## config.mk

```make
export PLATFORM = sky130hd
export DESIGN_NAME = pc_redirect_ctrl
export DESIGN_NICKNAME = d
export VERILOG_FILES = /design/src/rtl/pc_redirect_ctrl.sv
export SDC_FILE = /design/constraint.sdc
export NUM_CORES = 1
export LEC_CHECK = 0
export BUFFER_PORTS_ARGS = -buffer_cell sky130_fd_sc_hd__buf_2
export CORE_MARGIN = 8
export CORE_UTILIZATION = 40
export DETAILED_ROUTE_END_ITERATION = 6
export PLACE_DENSITY_LB_ADDON = 0.15
export SYNTH_ARGS = -nofsm -noshare
export SYNTH_HDL_FRONTEND = slang
export SYNTH_SLANG_ARGS = --single-unit
```

## constraint.sdc

```tcl
create_clock -name clk -period 8.3 [get_ports clk]
set_input_delay 0.83 -clock clk [delete_from_list [all_inputs] [get_ports clk]]
set_output_delay 0.83 -clock clk [all_outputs]
set_load 0.01 [all_outputs]
```

## src/rtl/pc_redirect_ctrl.sv

```systemverilog
// Fetch PC redirect controller: queues predicted-taken fallthroughs, redirects on mispredict/jump.
// Optional statistics outputs are compiled in when PC_REDIRECT_STATS_EN is defined.
module pc_redirect_ctrl #(
   parameter int DATA_WIDTH   = 32,
   parameter int DEPTH        = 4,
   parameter int FLUSH_CYCLES = 2
) (
   input  logic                  clk,
   input  logic                  rst_n,
   input  logic                  pred_valid,
   input  logic [DATA_WIDTH-1:0] pred_pc,
   input  logic [DATA_WIDTH-1:0] pred_target,
   input  logic                  resolve_valid,
   input  logic                  resolve_taken,
   input  logic                  jump_valid,
   input  logic [DATA_WIDTH-1:0] jump_target,
   output logic                  redirect_valid,
   output logic [DATA_WIDTH-1:0] redirect_pc,
   output logic                  flush,
   output logic                  stall_fetch,
   output logic                  err_underflow
`ifdef PC_REDIRECT_STATS_EN
   ,
   output logic [31:0]           pred_count,
   output logic [31:0]           mispred_count
`endif
);

   localparam int PTR_W = (DEPTH > 1) ? $clog2(DEPTH) : 1;
   localparam int CNT_W = $clog2(DEPTH + 1);
   localparam int FC_W  = $clog2(FLUSH_CYCLES + 1);

   typedef enum logic {
      S_IDLE,
      S_RECOVER
   } state_e;

   state_e                state_q, state_d;
   logic [FC_W-1:0]       fcnt_q, fcnt_d;
   logic [PTR_W-1:0]      rd_ptr_q, rd_ptr_d;
   logic [PTR_W-1:0]      wr_ptr_q, wr_ptr_d;
   logic [CNT_W-1:0]      count_q, count_d;
   logic                  redirect_valid_q, redirect_valid_d;
   logic [DATA_WIDTH-1:0] redirect_pc_q, redirect_pc_d;
   logic                  err_q, err_d;
   logic [DATA_WIDTH-1:0] mem [DEPTH];

   logic full, empty, push, pop, mispred;

   assign full  = (count_q == CNT_W'(DEPTH));
   assign empty = (count_q == '0);

   // NOTE: every always_comb output gets a default first so no path leaves it unassigned (no latch).
   always_comb begin
      state_d          = state_q;
      fcnt_d           = fcnt_q;
      rd_ptr_d         = rd_ptr_q;
      wr_ptr_d         = wr_ptr_q;
      count_d          = count_q;
      redirect_valid_d = 1'b0;
      redirect_pc_d    = redirect_pc_q;
      err_d            = err_q;
      push             = 1'b0;
      pop              = 1'b0;
      mispred          = 1'b0;

      unique case (state_q)
         S_IDLE: begin
            if (resolve_valid && empty) begin
               err_d = 1'b1;
            end
            if (jump_valid) begin
               redirect_valid_d = 1'b1;
               redirect_pc_d    = jump_target;
            end else if (resolve_valid && !resolve_taken && !empty) begin
               mispred          = 1'b1;
               redirect_valid_d = 1'b1;
               redirect_pc_d    = mem[rd_ptr_q];
            end else begin
               pop  = resolve_valid && resolve_taken && !empty;
               push = pred_valid && !full;
               if (pop) begin
                  rd_ptr_d = rd_ptr_q + PTR_W'(1);
               end
               if (push) begin
                  wr_ptr_d         = wr_ptr_q + PTR_W'(1);
                  redirect_valid_d = 1'b1;
                  redirect_pc_d    = pred_target;
               end
               if (push && !pop) begin
                  count_d = count_q + CNT_W'(1);
               end else if (!push && pop) begin
                  count_d = count_q - CNT_W'(1);
               end
            end
            if (jump_valid || mispred) begin
               state_d  = S_RECOVER;
               fcnt_d   = FC_W'(FLUSH_CYCLES);
               rd_ptr_d = '0;
               wr_ptr_d = '0;
               count_d  = '0;
            end
         end
         S_RECOVER: begin
            // Only a jump can interrupt recovery; it restarts the flush window.
            if (jump_valid) begin
               redirect_valid_d = 1'b1;
               redirect_pc_d    = jump_target;
               fcnt_d           = FC_W'(FLUSH_CYCLES);
            end else if (fcnt_q == FC_W'(1)) begin
               state_d = S_IDLE;
            end else begin
               fcnt_d = fcnt_q - FC_W'(1);
            end
         end
         default: state_d = S_IDLE;
      endcase
   end

   // NOTE: sequential state uses non-blocking assignments so all flops update from pre-edge values.
   always_ff @(posedge clk or negedge rst_n) begin
      if (!rst_n) begin
         state_q          <= S_IDLE;
         fcnt_q           <= '0;
         rd_ptr_q         <= '0;
         wr_ptr_q         <= '0;
         count_q          <= '0;
         redirect_valid_q <= 1'b0;
         redirect_pc_q    <= '0;
         err_q            <= 1'b0;
      end else begin
         state_q          <= state_d;
         fcnt_q           <= fcnt_d;
         rd_ptr_q         <= rd_ptr_d;
         wr_ptr_q         <= wr_ptr_d;
         count_q          <= count_d;
         redirect_valid_q <= redirect_valid_d;
         redirect_pc_q    <= redirect_pc_d;
         err_q            <= err_d;
      end
   end

   // NOTE: queue storage is not reset; count and pointers alone decide which entries are live.
   always_ff @(posedge clk) begin
      if (push) begin
         mem[wr_ptr_q] <= pred_pc + DATA_WIDTH'(4);
      end
   end

   assign redirect_valid = redirect_valid_q;
   assign redirect_pc    = redirect_pc_q;
   assign flush          = (state_q == S_RECOVER);
   assign stall_fetch    = full;
   assign err_underflow  = err_q;

`ifdef PC_REDIRECT_STATS_EN
   logic [31:0] pred_cnt_q, pred_cnt_d;
   logic [31:0] mispred_cnt_q, mispred_cnt_d;

   always_comb begin
      pred_cnt_d    = pred_cnt_q + (push ? 32'd1 : 32'd0);
      mispred_cnt_d = mispred_cnt_q + (mispred ? 32'd1 : 32'd0);
   end

   always_ff @(posedge clk or negedge rst_n) begin
      if (!rst_n) begin
         pred_cnt_q    <= '0;
         mispred_cnt_q <= '0;
      end else begin
         pred_cnt_q    <= pred_cnt_d;
         mispred_cnt_q <= mispred_cnt_d;
      end
   end

   assign pred_count    = pred_cnt_q;
   assign mispred_count = mispred_cnt_q;
`endif

endmodule

```

# Word level (Yosys, flattened, before mapping)
# Memory sizes are Yosys's and may differ from the RTL's.
# Index checks and enable logic that the tools add are counted.
classes:
  addsub: 6
  n_eq_ne: 8
  n_bitwise: 1
  n_mux: 39
  reduce_logical: 24
op_table:
  columns: ["op", "count"]
  rows:
  - ["$mux W32", 4]
  - ["$pmux W32 S2", 1]
  - ["$add A32 B3 Y32 const B", 1]
  - ["$mux W2", 11]
  - ["$mux W1", 15]
  - ["$mux W3", 5]
  - ["$reduce_and A4 Y1", 3]
  - ["$logic_and A1 B1 Y1", 8]
  - ["$reduce_and A2 Y1", 3]
  - ["$logic_not A1 Y1", 5]
  - ["$add A2 B1 Y2 const B", 2]
  - ["$ne A2 B1 Y1 const B", 2]
  - ["$ne A2 B2 Y1 const B", 2]
  - ["$ne A4 B4 Y1 const B", 1]
  - ["$pmux W1 S2", 2]
  - ["$pmux W2 S2", 1]
  - ["$reduce_bool A2 Y1", 2]
  - ["$add A3 B1 Y3 const B", 1]
  - ["$eq A3 B3 Y1 const B", 1]
  - ["$logic_not A3 Y1", 1]
  - ["$ne A3 B3 Y1 const B", 1]
  - ["$reduce_bool A3 Y1", 1]
  - ["$sub A3 B1 Y3 const B", 1]
  - ["$eq A2 B1 Y1 const B", 1]
  - ["other kinds (3)", 3]
word_totals:
  register_bits: 44
  ramBits: 128
  output_inout_bits: 36
  word_cells: 87
  n_memories: 1
mem_list:
  columns: ["memory", "words", "word_bits", "rd", "rd_clocked_by_memory_dff", "wr", "line", "source"]
  rows:
  - ["mem", 4, 32, 1, 0, 1, "46", "logic [DATA_WIDTH-1:0] mem [DEPTH];"]

# Depth between registers and ports, before layout
depth:
  depth_word: 10
  mapped_depth: 10

# Least setup slack after synthesis
# No wires, ideal clock.
synth_path:
  kind: "input-to-reg"
  from: "input resolve_taken"
  to: "memory mem[0][0] (enable)"
  setup_time_ps: 392
  required_ps: 7908
  arrival_ps: 2489
  n_path_buf: 1
  path_stages: 5
  slack_ps: 5419
  cell_sequence: "clkbuf_1 -> inv_1 -> a21oi_1 -> and3_1 -> and2_1"
synth_between:
  elab_chain_len: 8
synth_rtl:
  columns: ["element", "line", "source"]
  rows:
  - ["from (decl)", "14", "input logic resolve_taken,"]
  - ["$logic_not A1 Y1", "75", "end else if (resolve_valid && !resolve_taken && !empty) begin"]
  - ["$logic_and A1 B1 Y1 (2 in a row)", "75", null]
  - ["$mux W1", "75", null]
  - ["$mux W1", "72", "if (jump_valid) begin"]
  - ["$mux W1", "67", "unique case (state_q)"]
  - ["$mux W1", "145", "if (push) begin"]
  - ["$mux W1 (not written as such)", "146", "mem[wr_ptr_q] <= pred_pc + DATA_WIDTH'(4);"]
  - ["to (decl)", "46", null]
# Every way passes these cells.

# Worst setup path in the final report
layout_path:
  from: "input resolve_taken"
  to: "memory mem[0][9] (enable)"
# The elaborated chain is that of the path after synthesis.

==> flow_summary.toml <==
[setup_path]
endpoint_kind = "flip-flop"
required_ns = 8.34
critPathKind = "in -> reg"
cp-start-kind = "input port"
crit_arrival_ns = 3.56
crit_fanout = 37

[cells_and_area]
design_area_um2 = 9310
layout-drive-gt1-share = 0.359
nets = 774
fin_cells = 942
fillCellCount = 1742
areaGrowthSynthToFinish_pct = 19.3
antenna_cells = 0

[timing]
hold_viol = 0
setup_violations = 0
slew_viol_final = 0
maxSlewHeadroom = 0.184
max_clock_freq_ghz = 0.284
rsz0062_at_grt = "false"
fin_crit_sh = 0.425
worst_pin_slew_ns = 1.22
min_period_ns = 3.52
tns_ns = 0
skew_ns = 0.00739

[route]
vias = 4969
dr.pass1.iters = 4
routed_via_density = 5.27
drt_iter0_drc = 193
wirelength_mm = 18.5
drc = 0
postRouteAntennaNets = 0
wire_per_inst_um = 19.6

[yosys]
synthFlopType = "edfxtp_1"
synth-edff-count = 128
synth_top_area_cell = "edfxtp_1"
synth_cell_types = 45
ys_ff_latch = 172
synthArstFlopShare = 0.256
syn_area_per_cell_um2 = 14.6
yosysSeqAreaShare = 0.634
ys.warnings.count = 0
ys_top_cells_by_count = "edfxtp_1, dfrtp_1, nand3_1, nor2_1"
syn-cell-area_um2 = 7800
synth_nets = 645
synth.most_common_cell = "edfxtp_1"
yosysTopAreaCellShare = 0.493
synthTopCellsByArea = "edfxtp_1, dfrtp_1, mux4_2"
syn_inst = 535

[pwr]
vdd_drop_max_v = 0.000137
p_leak_nw = 3.31
total_power_mw = 2.42
powerDensity_nw_per_um2 = 260

[clock_tree]
post_cts_resized = 0
clock_latency_ns = 0.42
clockBufferDepth = 2
cts_buffers = 17
post-cts-setup-buffer-count = 0
clkTransAtPathRegs_ns = 0.06
htreeDepth = 4
hold_buffers = 0
clock-root-buffer = "clkbuf_16"
clock-sinks = 172
cts_tree = "done"

[floorplan]
io_pins = 138
initial_core_util = 0.405
core_area_um2 = 19300
die_h_um = 156
die_area_um2 = 24200
fp.dieW_um = 156
rows = 51

[status]
status = "complete, no violations"

[placed_design]
io_buffers = 137
gp_congestion = 0.750
placed_area_um2 = 8720
dpl.hpwl_mm = 12.9
post-place-cells = 910

[grt]
grt_pass1_vias = 5277
overflow = 0
antenna_found_initial = 1
grt_max_degree = 65
grt_pass1_wl_mm = 28.7
track_usage = 0.155

[hold_path]
hp-class = "reg -> reg"

[job]
drv_cap = 0
placed cells by master (no fill, tap or decap), drive strengths merged, types with 2 or more instances in the layout:
| cell | instances |
|---|---|
| a21oi | 2 |
| a31oi | 32 |
| and2 | 6 |
| and3 | 3 |
| and4 | 2 |
| buf | 143 |
| bufinv | 3 |
| clkbuf | 19 |
| clkinv | 6 |
| clkinvlp | 5 |
| dfrtp | 44 |
| edfxtp | 128 |
| ha | 7 |
| inv | 9 |
| mux2 | 34 |
| mux2i | 2 |
| mux4 | 32 |
| nand2 | 11 |
| nand2b | 2 |
| nand3 | 44 |
| nand4 | 12 |
| nor2 | 42 |
| nor3 | 5 |
| nor4 | 5 |
| o21ai | 32 |
| o31ai | 5 |
| xnor2 | 24 |
| xor2 | 5 |
area by class of cell:
class / instances / area, um^2 / area share
Clock buffer: 19 / 433 / 0.0465
Clock inverter: 13 / 150 / 0.0161
Inverter: 10 / 37.5 / 0.00403
Multi-Input combinational cell: 320 / 2680 / 0.288
Sequential cell: 172 / 4950 / 0.532
Tap cell: 265 / 332 / 0.0356
Timing Repair Buffer: 143 / 731 / 0.0785
registers in the layout, indices dropped and copies added, names as in the netlist:
signal and count:
fcnt_q 2, flush 1, wr_ptr_q 2, redirect_valid 1, redirect_pc 32, count_q 3, rd_ptr_q 2, mem 128
err_underflow 1
routing by layer:
metal / routed length (um) / global-route usage / up-vias / part of all wire
li1: - / - / 2332 / -
met1: 7840 / 0.185 / 2501 / 0.42
met2: 9380 / 0.270 / 111 / 0.51
met3: 951 / 0.0388 / 23 / 0.052
met4: 281 / 0.0499 / 2 / 0.015
met5: 13 / 0 / - / 0.00070
worst paths after layout:
path | cells after the start | to | slack [ns] | startpoint
worst max register to register | 5 | redirect_pc[16]$_DFFE_PN0P_ | 4.98 | count_q[1]$_DFFE_PN0P_
max in group asynchronous | 2 | rd_ptr_q[0]$_DFFE_PN0P_ | 7.34 | rst_n
min in group asynchronous | 2 | redirect_pc[14]$_DFFE_PN0P_ | 0.49 | rst_n
worst max-delay path | 5 | mem[0][9]$_DFFE_PP_ | 4.78 | resolve_taken
worst min-delay path | 1 | err_underflow$_DFFE_PN0P_ | 0.47 | err_underflow$_DFFE_PN0P_
worst min register to register | 1 | err_underflow$_DFFE_PN0P_ | 0.47 | err_underflow$_DFFE_PN0P_
critical path: stages:
cell and delay (ns):
buf_2 0.49, inv_1 0.66, a21oi_1 0.48, and3_1 0.30, and2_2 0.78
where the power goes:
| part | total (mW) | leakage [nW] | internal (mW) | switching, mW |
|---|---|---|---|---|
| Combinational | 0.586 | 1.37 | 0.267 | 0.319 |
| Clock | 0.785 | 0.270 | 0.469 | 0.316 |
| Sequential | 1.04 | 1.67 | 0.998 | 0.0468 |
kinds of logic (layout without fill, tap and decap cells):
kind of cell	Yosys count	after routing	share of synthesized area
DFF	172	172	0.634
and+or+nand+nor	136	136	0.0869
AOI/OAI and AO/OA	79	79	0.0642
muxes	68	68	0.144
buffers and inverters	43	185	0.0247
xor gates and xnor gates	29	29	0.0326
adders and majority gates	8	8	0.0138
metrics by stage:
step | hold slack (ns) | utilization | worst slack [ns]
finish | 0.471 | 0.483 | 4.78
global route | 0.503 | 0.483 | 4.49
CTS | 0.479 | 0.483 | 4.74
detailed placement | 0.464 | 0.453 | 4.30
global placement | 0.448 | 0.453 | 4.43
floorplan | 0.486 | - | 5.42
Power figures use the tool's default switching activity.
